**src/rtl/mips_pkg.sv**
```systemverilog
// ==== mips_pkg : opcode and sequencer state definitions -- rev 1.0 ====
`default_nettype none

package mips_pkg;

  localparam int STATE_W = 3;

  localparam logic [5:0] OP_RTYPE = 6'h00;
  localparam logic [5:0] OP_J     = 6'h02;
  localparam logic [5:0] OP_BEQ   = 6'h04;
  localparam logic [5:0] OP_ADDI  = 6'h08;
  localparam logic [5:0] OP_LW    = 6'h23;
  localparam logic [5:0] OP_SW    = 6'h2B;
  localparam logic [5:0] OP_HALT  = 6'h3F;

  typedef enum logic [STATE_W-1:0] {
    S_FETCH  = 3'd0,
    S_DECODE = 3'd1,
    S_EXEC   = 3'd2,
    S_MEM    = 3'd3,
    S_WB     = 3'd4,
    S_HALT   = 3'd5
  } state_t;

endpackage

`default_nettype wire

```
**src/rtl/pc_sequencer_if.sv**
```systemverilog
// ==== pc_sequencer_if : instruction/data memory request handshake -- rev 1.0 ====
`default_nettype none

interface pc_sequencer_if;
  logic mem_req;
  logic mem_we;
  logic mem_ready;

  modport master (output mem_req, output mem_we, input mem_ready);
  modport slave  (input mem_req, input mem_we, output mem_ready);
endinterface

`default_nettype wire

```
**src/rtl/pc_reg.sv**
```systemverilog
// ==== pc_reg : program counter register, load has priority over increment -- rev 1.0 ====
`default_nettype none

module pc_reg
  import mips_pkg::*;
#(
  parameter int              PC_W     = 4,
  parameter logic [PC_W-1:0] RESET_PC = '0
) (
  input  wire logic            clk,
  input  wire logic            reset,
  input  wire logic            inc,
  input  wire logic            load,
  input  wire logic [PC_W-1:0] d,
  output logic      [PC_W-1:0] q
);

  localparam logic [PC_W-1:0] C_ONE = {{(PC_W-1){1'b0}}, 1'b1};

  always_ff @(posedge clk or negedge reset) begin
    if (!reset) begin
      q <= RESET_PC;
    end else if (load) begin
      q <= d;
    end else if (inc) begin
      q <= q + C_ONE;
    end
  end

endmodule

`default_nettype wire

```
**src/rtl/pc_sequencer.sv**
```systemverilog
// ==== pc_sequencer : multi-cycle fetch/decode/exec/mem/wb sequencer owning the PC -- rev 1.0 ====
`default_nettype none

module pc_sequencer
  import mips_pkg::*;
#(
  parameter int              PC_W     = 4,
  parameter logic [PC_W-1:0] RESET_PC = '0
) (
  input  wire logic              clk,
  input  wire logic              reset,
  input  wire logic [5:0]        opcode,
  input  wire logic              zero,
  input  wire logic [PC_W-1:0]   imm,
  input  wire logic [PC_W-1:0]   jtarget,
  pc_sequencer_if.master         mem,
  output logic      [PC_W-1:0]   pc,
  output logic      [STATE_W-1:0] state,
  output logic                   ir_we,
  output logic                   reg_we,
  output logic                   halted
);

  state_t            r_state;
  state_t            w_next;
  logic [5:0]        r_op;
  logic              w_inc;
  logic              w_load;
  logic [PC_W-1:0]   w_d;
  logic              w_req;
  logic              w_mem_we;
  logic              w_ir_we;
  logic              w_reg_we;
  logic              w_halted;

  pc_reg #(
    .PC_W     (PC_W),
    .RESET_PC (RESET_PC)
  ) u_pc_reg (
    .clk   (clk),
    .reset (reset),
    .inc   (w_inc),
    .load  (w_load),
    .d     (w_d),
    .q     (pc)
  );

  always_ff @(posedge clk or negedge reset) begin
    if (!reset) begin
      r_state <= S_FETCH;
      r_op    <= '0;
    end else begin
      r_state <= w_next;
      if (r_state == S_DECODE) begin
        r_op <= opcode;
      end
    end
  end

  always_comb begin
    w_next   = r_state;
    w_inc    = 1'b0;
    w_load   = 1'b0;
    w_d      = jtarget;
    w_req    = 1'b0;
    w_mem_we = 1'b0;
    w_ir_we  = 1'b0;
    w_reg_we = 1'b0;
    w_halted = 1'b0;
    case (r_state)
      S_FETCH: begin
        w_req = 1'b1;
        if (mem.mem_ready) begin
          w_ir_we = 1'b1;
          w_inc   = 1'b1;
          w_next  = S_DECODE;
        end
      end
      // Decision here uses the live opcode; r_op captures it on this same edge.
      S_DECODE: begin
        case (opcode)
          OP_J: begin
            w_load = 1'b1;
            w_d    = jtarget;
            w_next = S_FETCH;
          end
          OP_HALT:                                  w_next = S_HALT;
          OP_BEQ, OP_RTYPE, OP_ADDI, OP_LW, OP_SW:  w_next = S_EXEC;
          default:                                  w_next = S_FETCH;
        endcase
      end
      S_EXEC: begin
        case (r_op)
          OP_BEQ: begin
            w_load = zero;
            w_d    = pc + imm;
            w_next = S_FETCH;
          end
          OP_LW, OP_SW:      w_next = S_MEM;
          OP_RTYPE, OP_ADDI: w_next = S_WB;
          default:           w_next = S_FETCH;
        endcase
      end
      S_MEM: begin
        w_req    = 1'b1;
        w_mem_we = (r_op == OP_SW);
        if (mem.mem_ready) begin
          w_next = (r_op == OP_SW) ? S_FETCH : S_WB;
        end
      end
      S_WB: begin
        w_reg_we = 1'b1;
        w_next   = S_FETCH;
      end
      S_HALT: begin
        w_halted = 1'b1;
      end
      default: w_next = S_FETCH;
    endcase
  end

  // Reset leaves the FSM in FETCH, so strobes are masked while it is held.
  assign mem.mem_req = w_req    & reset;
  assign mem.mem_we  = w_mem_we & reset;
  assign ir_we       = w_ir_we  & reset;
  assign reg_we      = w_reg_we & reset;
  assign halted      = w_halted & reset;
  assign state       = r_state;

endmodule

`default_nettype wire

```
**src/flat_wrapper.sv**
```systemverilog
// flat-port wrapper written by rule: the top's interface ports become plain ports
module pc_sequencer_flat import mips_pkg::*;
#(
  parameter int              PC_W     = 4,
  parameter logic [PC_W-1:0] RESET_PC = '0
)
  (clk, reset, opcode, zero, imm, jtarget, pc, state, ir_we, reg_we, halted, mem_mem_req, mem_mem_we, mem_mem_ready);
  pc_sequencer_if mem_i ();
  input  wire logic clk;
  input  wire logic reset;
  input  wire logic [5:0] opcode;
  input  wire logic zero;
  input  wire logic [PC_W-1:0] imm;
  input  wire logic [PC_W-1:0] jtarget;
  output logic      [PC_W-1:0] pc;
  output logic      [STATE_W-1:0] state;
  output logic ir_we;
  output logic reg_we;
  output logic halted;
  output wire logic [$bits(mem_i.mem_req)-1:0] mem_mem_req;
  output wire logic [$bits(mem_i.mem_we)-1:0] mem_mem_we;
  input wire logic [$bits(mem_i.mem_ready)-1:0] mem_mem_ready;
  assign mem_mem_req = mem_i.mem_req;
  assign mem_mem_we = mem_i.mem_we;
  assign mem_i.mem_ready = mem_mem_ready;
  pc_sequencer #(.PC_W(PC_W), .RESET_PC(RESET_PC)) u_core (.clk(clk), .reset(reset), .opcode(opcode), .zero(zero), .imm(imm), .jtarget(jtarget), .mem(mem_i), .pc(pc), .state(state), .ir_we(ir_we), .reg_we(reg_we), .halted(halted));
endmodule
```
**config.mk**
```make
export PLATFORM = sky130hd
export DESIGN_NAME = pc_sequencer_flat
export DESIGN_NICKNAME = d
export VERILOG_FILES = /design/src/rtl/mips_pkg.sv /design/src/rtl/pc_sequencer_if.sv /design/src/rtl/pc_reg.sv /design/src/rtl/pc_sequencer.sv /design/src/flat_wrapper.sv
export SDC_FILE = /design/constraint.sdc
export NUM_CORES = 1
export LEC_CHECK = 0
export CAP_MARGIN = 20
export CORE_MARGIN = 3
export CORE_UTILIZATION = 60
export CTS_BUF_LIST = sky130_fd_sc_hd__clkbuf_8 sky130_fd_sc_hd__clkbuf_16
export CTS_CLUSTER_SIZE = 30
export DETAILED_ROUTE_END_ITERATION = 8
export DONT_BUFFER_PORTS = 1
export PLACE_DENSITY = 0.76
export SLEW_MARGIN = 0
export SYNTH_ARGS = -nofsm -noshare
export SYNTH_HDL_FRONTEND = slang
export SYNTH_HIERARCHICAL = 1
export SYNTH_SLANG_ARGS = --single-unit
export TNS_END_PERCENT = 1
```
**constraint.sdc**
```tcl
create_clock -name clk -period 2.6 [get_ports clk]
set_input_delay 0.39 -clock clk [delete_from_list [all_inputs] [get_ports clk]]
set_output_delay 0.39 -clock clk [all_outputs]
set_load 0.05 [all_outputs]
```
Word level (Yosys, flattened, before mapping). Cells that the tools add are included.

Output and inout port bits: 12. Bits in registers: 13. Input port bits: 18. Logic and storage cells: 56.

Eq/ne operators: 17. Bitwise logic cells: 6. Reduce and logical (&&, ||, !) cells: 9. Mux-type cells: 19. Add/sub/neg operators: 2.

Operator list (number): 6-bit == test, second input constant (5); 4-bit two-way mux (4); 3-bit one-hot mux with 5 select lines (1); 6-bit by 3-bit == test with 1-bit output, second input constant (2); 6-bit by 4-bit == test with 1-bit output, second input constant (2); 6-bit logical NOT (2); 3-bit one-hot mux with 2 select lines (2); 3-bit two-way mux (3); 1-bit two-way mux (8); 3-bit by 2-bit == test with 1-bit output, second input constant (2); 3-bit == test, second input constant (2); 6-bit by 2-bit == test with 1-bit output, second input constant (1); 2-bit OR reduction (3); 1-bit bitwise AND (5); 5-bit OR reduction (1); 4-bit by 1-bit adder with 4-bit output, second input constant (1); 4-bit adder (1); 2-bit != test, second input constant (2); 3-bit by 1-bit == test with 1-bit output, second input constant (1); 3-bit logical NOT (1); 3-bit AND reduction (1); 1-bit one-hot mux with 2 select lines (1); 2-bit nonzero test (1); 1-bit NOT (1).

Longest topological paths before layout. Gate-level depths: netlist of run 1.

Depth after elaboration: 4. Mapped depth: 7.

Cells and area by module. The synthesis of run 1 kept the hierarchy.

By module, submodules not included: pc_sequencer (sequential area each 225.2 µm², instances 1, cells each 79, area an instance 729.4 µm²); pc_reg (sequential area each 100.1 µm², instances 1, cells each 18, area an instance 202.7 µm²).

Worst setup path before layout of run 1. Ideal clock, no wire load.

Kind: register to output. From: register u_core.r_state[0] (netlist: u_core/state[0]). To: output port mem_mem_we. Buffers on the path: 1. Setup slack: 71 ps. Data arrival time: 2139 ps. Cell stages (with the launch flop): 4. Data required time: 2210 ps. Cells stage by stage: dfrtp_1 clkbuf_1 nand2_1 nor3_1.

Cells in the longest elaborated chain, start to end: 3.

RTL lines: start, declared (line pc_sequencer.sv:24) `state_t r_state;`; start signal, assigned (line pc_sequencer.sv:53) `r_state <= w_next;`; 3-bit by 2-bit == test with 1-bit output (line pc_sequencer.sv:70) `case (r_state)`; 1-bit two-way mux (line pc_sequencer.sv:70); 1-bit bitwise AND (line pc_sequencer.sv:124) `assign mem.mem_we = w_mem_we & reset;`; end, declared (line flat_wrapper.sv:21) `output wire logic [$bits(mem_i.mem_we)-1:0] mem_mem_we;`.

No other way between the ends.

Worst setup path in the final report of run 1.
From: register u_core.r_state[0] (netlist: u_core/state[0]). To: output port ir_we.

Cells in the longest elaborated chain, start to end: 3.

RTL lines: 3-bit logical NOT; 1-bit two-way mux; net u_core.w_inc (line pc_sequencer.sv:27) `logic w_inc;`; 1-bit bitwise AND (line pc_sequencer.sv:125) `assign ir_we = w_ir_we & reset;`; end, declared (line flat_wrapper.sv:17) `output logic ir_we;`.

The timed path passes the listed nets, and every way through them passes these cells.

==> run_results.csv, run 1 <==
group,metric,value,unit
detailed_routing,wl_per_cell,17.2,µm
synth,synth_edf_count,0,
timing,final_max_slew_viol_count,0,
detailed_routing,detail-route-antenna-nets,0,
timing,rsz0062_at_grt,"no",
power_and_ir_drop,vdd.ir_drop.worst,1.08,mV
worst_setup_path,required,2210,ps
cts,clk_pin_slew,50,ps
worst_setup_path,critical_path_arrival,1850,ps
floorplan,die_w,45.4,µm
global_route,track_usage,23.9,%
floorplan,fp.dieArea,2060,µm²
cts,clockBufferDepth,2,
synth,synth_area_leader_cell,"dfrtp_1",
synth,synthFlopType,"dfrtp_1",
min_path,hold_path_startpoint,"opcode[2]",
synth,netlist_top_cells_count,"13 x dfrtp_1, 12 x nand2_1, 7 x inv_1",
synth,yosys_warnings,6,
synth,ys_seq_area_share,34.9,%
floorplan,die_h,45.4,µm
cts,cts.sinks,13,
place,place_congestion,0.778,
cts,ctsResizeCount,0,
synth,synth_nets,120,
worst_setup_path,start_kind,"flip-flop",
min_path,hold_class,"input pin to flip-flop",
floorplan,rows,13,
timing,setup-violations-final,0,
floorplan,start_util,67.4,%
cells_and_area,drive_gt1_share,26.1,%
synth,synth_cell_types,37,
cts,cts_setup_buffers,0,
synth,yosysMostFrequentCell,"dfrtp_1",
outcome,run_status,"finished, final reports clean",
worst_setup_path,worst-path-buf-inv,1,
worst_setup_path,worstPathCellList,"or2_2, nor2_1, and2_1, buf_4",
global_route,grt_max_degree,14,
cts,clock-root-buffer,"clkbuf_8",
global_route,top_usage_layer,"met2",
worst_setup_path,critical_path_class,"flip-flop to primary output",
cts,cts_tree,"done",
cells_and_area,areaGrowthSynthToFinish,16.2,%
synth,syn_inst,97,
power_and_ir_drop,finalPower,0.00142,W
timing,fmax,447,MHz
detailed_routing,avgViaCountPerCell,6.51,
floorplan,ios,30,
timing,fin_crit_sh,86.1,%
synth,ys_ff_latch,13,
synth,synth.top_cell.area_share,34.9,%
cts,htreeDepth,1,
global_route,gr-usage-met3,8.70,%
global_route,met2_usage,40.7,%
timing,max_slew_margin,62.0,%
worst_setup_path,critPathCaptureType,"primary output",
global_route,grt.overflow.total,0,
timing,tightest_slew,568,ps
floorplan,core,1380,µm²
global_route,antenna_found_initial,0,
synth,synthTopCellsByArea,"dfrtp_1 35%, mux2_2 7.2%, ha_1 5.4%",
job,max_cap_viol_count,0,
worst_setup_path,max_stage_delay,490,ps
worst_setup_path,crit_path_max_fanout,12,
global_route,grtUsageMet1,27.8,%
worst_setup_path,cpLargestDelayFamily,"simple AND/OR/NAND/NOR gates",
cells_and_area,n_antenna_cell,0,
cts,clock_latency,240,ps
global_route,grt_pass1_vias,803,
worst_setup_path,worstReg2RegStart,"u_core/r_op[1]$_DFFE_PN0P_",
detailed_routing,firstDrtPassIters,4,
cts,ctsHoldBuffers,1,
timing,clock-skew-final,2.25,ps
synth,avgSynthCellArea,9.61,µm²
cts,cts_buffers,3,
cells_and_area,final_net_count,135,
timing,fin_tns_setup,0,ps
timing,min_period,2240,ps
place,port_buffers,0,
detailed_routing,drt_iter0_drc,29,
detailed_routing,num_vias,820,
global_route,grt_pass1_wl,3530,µm
place,hpwl,1650,µm
detailed_routing,drt_wl_total,2170,µm
detailed_routing,drc,0,
power_and_ir_drop,powerDensity,1310,nW/µm²
synth,syn-cell-area,932,µm²
worst_setup_path,slowest_stage,"dfrtp_1",
worst_setup_path,cp-startpoint,"u_core/state[0]$_DFFE_PN0P_",
timing,hold_violations,0,
synth,async_flop_share,100,%
power_and_ir_drop,p_leak,0.495,nW
## final timing paths
check | slack [ps] | to | cells past startpoint
min in group asynchronous | 580 | u_core/u_pc_reg/q[0]$_DFFE_PN0P_ | 1
worst min-delay path | 300 | u_core/r_op[2]$_DFFE_PN0P_ | 1
max in group asynchronous | 1650 | u_core/r_op[4]$_DFFE_PN0P_ | 1
worst max-delay path | 360 | ir_we | 4
worst max register to register | 370 | u_core/u_pc_reg/q[3]$_DFFE_PN0P_ | 5
worst min register to register | 590 | u_core/r_op[4]$_DFFE_PN0P_ | 1
## flip-flops by register name (all words and copies together) (netlist names)
register,cells
u_core/r_op,6
u_core/state,3
u_core/u_pc_reg/q,4
## kinds of logic after synthesis
| family | synth area share (%) |
|---|---|
| and+or+nand+nor | 20.7 |
| buffers and inverters | 4.30 |
| DFF | 34.9 |
| AOI/OAI and AO/OA | 12.8 |
| xor gates and xnor gates | 5.64 |
| muxes | 14.2 |
| adders and majority gates | 7.52 |
## worst register-to-register path, stage by stage (launching register included)
cell and delay [ps]:
dfrtp_1 410, nor4_2 280, nand3_1 140, or4b_1 650
mux2_4 350, mux2_2 270
## layout make-up
class / instances / area [µm²]
multi-input cells: 74 / 567
fillers: 90 / 299
repair buffers: 13 / 100
clock inverters: 1 / 5.00
inverters: 7 / 26.3
flip-flops and latches: 13 / 325
clock buffers: 3 / 41.3
well taps: 15 / 18.8
## stage by stage
step / utilization [%] / std cells / area [µm²] / setup slack, ps / hold WS (ps)
detailed placement: 74.3 / 121 / 1030 / 402 / 94.8
global route: 78.4 / 126 / 1080 / 281 / 297
global placement: 74.3 / 121 / 1030 / 478 / 94.8
CTS: 78.4 / 126 / 1080 / 386 / 295
finish: 78.4 / 126 / 1080 / 362 / 296
floorplan: - / 97 / 932 / 70.9 / 94.4
## cells in the final DEF, fill, tap and decap left out, types with 2 or more instances in the layout
master / synthesis / final
dfrtp_1: 13 / 13
ha_1: 4 / 4
clkbuf_8: 0 / 3
nor2_1: 4 / 4
a21o_1: 2 / 2
mux2_4: 3 / 3
inv_1: 7 / 7
xor2_1: 2 / 2
mux2i_1: 2 / 2
nand2_1: 12 / 12
xnor2_1: 4 / 4
nor3_1: 3 / 3
o21ai_0: 6 / 6
buf_4: 0 / 12
mux2_2: 6 / 6
nand3_1: 3 / 3
a21oi_1: 3 / 3
## per-layer routing
layer / wire (µm) / up-vias
met5: 0 / -
met4: 34 / 0
met3: 241 / 8
met2: 1090 / 57
met1: 803 / 381
li1: - / 374
## power by group
part           switching (W)  internal (W)  total [W]
Clock              0.0000707      0.000106   0.000176
Sequential          0.000164      0.000304   0.000468
Combinational       0.000465      0.000315   0.000779
Total               0.000699      0.000724    0.00142
No activity file was read; power rests on OpenSTA's default activity.
==> run 2: changes to the inputs <==
- SYNTH_HIERARCHICAL: 1 -> unset
==> run 2 against run 1 <==
  * Routed wire length down 1.9%
  * Synthesized cell count up 5.2%
  * Critical endpoint unchanged
  * Sequential power down 5.6%
  * Final area up 3.7%
  * Highest routed layer unchanged
  * Combinational power up 4.9%
  * Global-route usage down 2.4 points
  * Area after synthesis up 6.7%
  * Clock power up 5%
  * Sequential cell count unchanged
  * Largest cell class unchanged
  * Worst setup slack better by 43 ps
  * Final cell count up 3.2%
  * Critical path type unchanged
==> run_results.csv, run 2 <==
group,metric,value,unit
timing,min_period,2200,ps
cts,ctsHoldBuffers,1,
cts,clock_latency,250,ps
floorplan,rows,14,
floorplan,start_util,64.5,%
synth,synthFlopType,"dfrtp_1",
worst_setup_path,critical_path_class,"flip-flop to primary output",
global_route,grt_pass1_vias,753,
place,hpwl,1610,µm
worst_setup_path,worstPathCellList,"nor4b_4, and2_1",
timing,fmax,456,MHz
floorplan,fp.dieArea,2180,µm²
timing,clock-skew-final,2.34,ps
timing,fin_crit_sh,84.4,%
detailed_routing,drc,0,
min_path,hold_class,"input pin to flip-flop",
worst_setup_path,worstReg2RegStart,"u_core.state[0]$_DFFE_PN0P_",
worst_setup_path,critPathCaptureType,"primary output",
min_path,whs_endpoint,"u_core.r_op[5]$_DFFE_PN0P_",
cells_and_area,final_net_count,138,
detailed_routing,detail-route-antenna-nets,0,
cells_and_area,drive_gt1_share,24.6,%
detailed_routing,wl_per_cell,16.4,µm
cts,htreeDepth,1,
global_route,grt_pass1_wl,3280,µm
synth,yosys.area_share.xor_xnor,5.28,%
worst_setup_path,crit_path_max_fanout,11,
worst_setup_path,max_stage_delay,560,ps
synth,muxShareOfSynthArea,7.80,%
outcome,run_status,"finished, final reports clean",
synth,synthTopCellsByArea,"dfrtp_1 33%, mux2_2 6.8%, ha_1 5.0%",
cells_and_area,seq_area,325,µm²
worst_setup_path,rr_endpoint,"u_core.u_pc_reg.q[3]$_DFFE_PN0P_",
synth,ys_seq_area_share,32.7,%
timing,rsz0062_at_grt,"no",
global_route,grt_max_degree,14,
synth,synth_nets,125,
cells_and_area,areaGrowthSynthToFinish,13.0,%
place,place_congestion,0.817,
place,port_buffers,0,
synth,async_flop_share,100,%
timing,fin_tns_setup,0,ps
synth,yosys_warnings,0,
cells_and_area,final_area,1120,µm²
synth,netlist_top_cells_count,"13 x dfrtp_1, 13 x nor2_1",
cells_and_area,largest-register,"u_core.r_op",
cells_and_area,multiInputGateArea,628,µm²
global_route,antenna_found_initial,0,
place,post_dp_cell_area,1070,µm²
worst_setup_path,slowest_stage,"dfrtp_1",
cts,cts_setup_buffers,0,
synth,synth_cell_types,38,
synth,synthSimpleGateAreaFrac,28.3,%
global_route,track_usage,21.5,%
synth,ys_ff_latch,13,
timing,tightest_slew,603,ps
synth,synth_fa_ha_area_share,7.04,%
synth,synth_area_leader_cell,"dfrtp_1",
detailed_routing,drt_wl_total,2130,µm
global_route,grt.overflow.total,0,
floorplan,core,1540,µm²
min_path,worstHoldPathCells,1,
synth,syn_inst,102,
timing,max_slew_margin,59.6,%
detailed_routing,drt_iter0_drc,5,
synth,synth_top_family_by_area,"simple AND/OR/NAND/NOR gates",
cts,clock-root-buffer,"clkbuf_8",
power_and_ir_drop,vdd.ir_drop.worst,0.699,mV
job,max_cap_viol_count,0,
synth,avgSynthCellArea,9.75,µm²
detailed_routing,num_vias,808,
worst_setup_path,r2r_slack,690,ps
power_and_ir_drop,p_leak,0.513,nW
worst_setup_path,r2r_cells,6,
synth,syn-cell-area,995,µm²
cts,cts_tree,"done",
cells_and_area,final_cell_mix,"13 x nor2_1, 13 x dfrtp_1, 10 x buf_4",
cts,cts.sinks,13,
timing,setup-violations-final,0,
worst_setup_path,start_kind,"flip-flop",
timing,fin_hold_ws,290,ps
synth,synth-compound-area-share,14.2,%
floorplan,die_w,46.7,µm
floorplan,ios,30,
cts,cts_buffers,3,
cts,clockBufferDepth,2,
cells_and_area,n_antenna_cell,0,
min_path,hold_path_startpoint,"opcode[5]",
place,place_ws,659,ps
cells_and_area,fillers,126,
cts,ctsResizeCount,0,
timing,worst_slack,405,ps
detailed_routing,avgViaCountPerCell,6.22,
cells_and_area,final_util,72.9,%
floorplan,die_h,46.7,µm
cts,clk_pin_slew,60,ps
timing,final_max_slew_viol_count,0,
synth,synth.top_cell.area_share,32.7,%
synth,synth_edf_count,0,
timing,hold_violations,0,
worst_setup_path,critical_path_arrival,1810,ps
detailed_routing,firstDrtPassIters,4,
worst_setup_path,required,2210,ps
power_and_ir_drop,powerDensity,1280,nW/µm²
cells_and_area,largest_reg_flops,6,
[run 2: changes by cell type after synthesis, sizes merged, moves of 2 or more]
| cell | previous run | this run |
|---|---|---|
| o21ai | 6 | 4 |
| nand4b | 0 | 2 |
| a211oi | 1 | 3 |
| xor2 | 2 | 5 |
| nand2 | 12 | 6 |
| nor2 | 4 | 14 |
| xnor2 | 4 | 1 |
| inv | 7 | 5 |
| nand3 | 3 | 6 |
| nor4 | 2 | 0 |
| mux2 | 9 | 6 |
| a21oi | 3 | 6 |
| nor2b | 0 | 3 |
[run 2: final cells by class]
| cell class | instances | share of cell area [%] |
|---|---|---|
| Tap cell | 16 | 1.78 |
| Multi-Input combinational cell | 81 | 55.9 |
| Timing Repair Buffer | 11 | 7.57 |
| Sequential cell | 13 | 29.0 |
| Clock buffer | 3 | 3.67 |
| Clock inverter | 1 | 0.445 |
| Inverter | 5 | 1.67 |
[run 2: logic make-up (layout without fill, tap and decap cells)]
logic type / count (synthesis) / count (layout)
AND/OR/NAND/NOR: 42 / 42
AO/OA/AOI/OAI: 21 / 21
buffers and inverters: 8 / 20
adder cells (fa/ha/maj): 5 / 5
multiplexers: 7 / 7
flip-flops: 13 / 13
XOR/XNOR: 6 / 6
[run 2: critical path, delay by kind of cell, from the launching register on]
family           cells  cell delay, ps
and+or+nand+nor      2            1000
DFF                  1             560
[run 2: worst max-delay path by stage]
stage	from	end	cells past startpoint
after detailed placement	u_core.state[2]$_DFFE_PN0P_	ir_we	2
after floorplan	u_core.state[1]$_DFFE_PN0P_	mem_mem_req	3
after CTS	u_core.state[2]$_DFFE_PN0P_	ir_we	2
after global routing	u_core.state[2]$_DFFE_PN0P_	ir_we	2
final	u_core.state[2]$_DFFE_PN0P_	ir_we	2
after global placement	u_core.state[2]$_DFFE_PN0P_	ir_we	2
[run 2: power breakdown]
group / internal [W] / switching [W] / leakage (nW)
clock: 0.000106 / 0.0000784 / 0.0255
combinational: 0.000318 / 0.000499 / 0.330
sequential: 0.000301 / 0.000141 / 0.158
[run 2: layer usage]
metal,routed length [µm],share of wire (%),vias up,global-route usage [%]
met2,996,47,30,34.6
met3,177,8.3,4,6.64
met4,20,0.94,0,7.73
met1,937,44,385,27.3
met5,0,0,-,0
li1,-,-,389,-
[run 2: metrics by stage]
stage	total power (W)	cells
global route	0.00154	130
floorplan	0.00110	102
detailed placement	0.00126	125
finish	0.00144	130
CTS	0.00145	130
global placement	0.00123	125
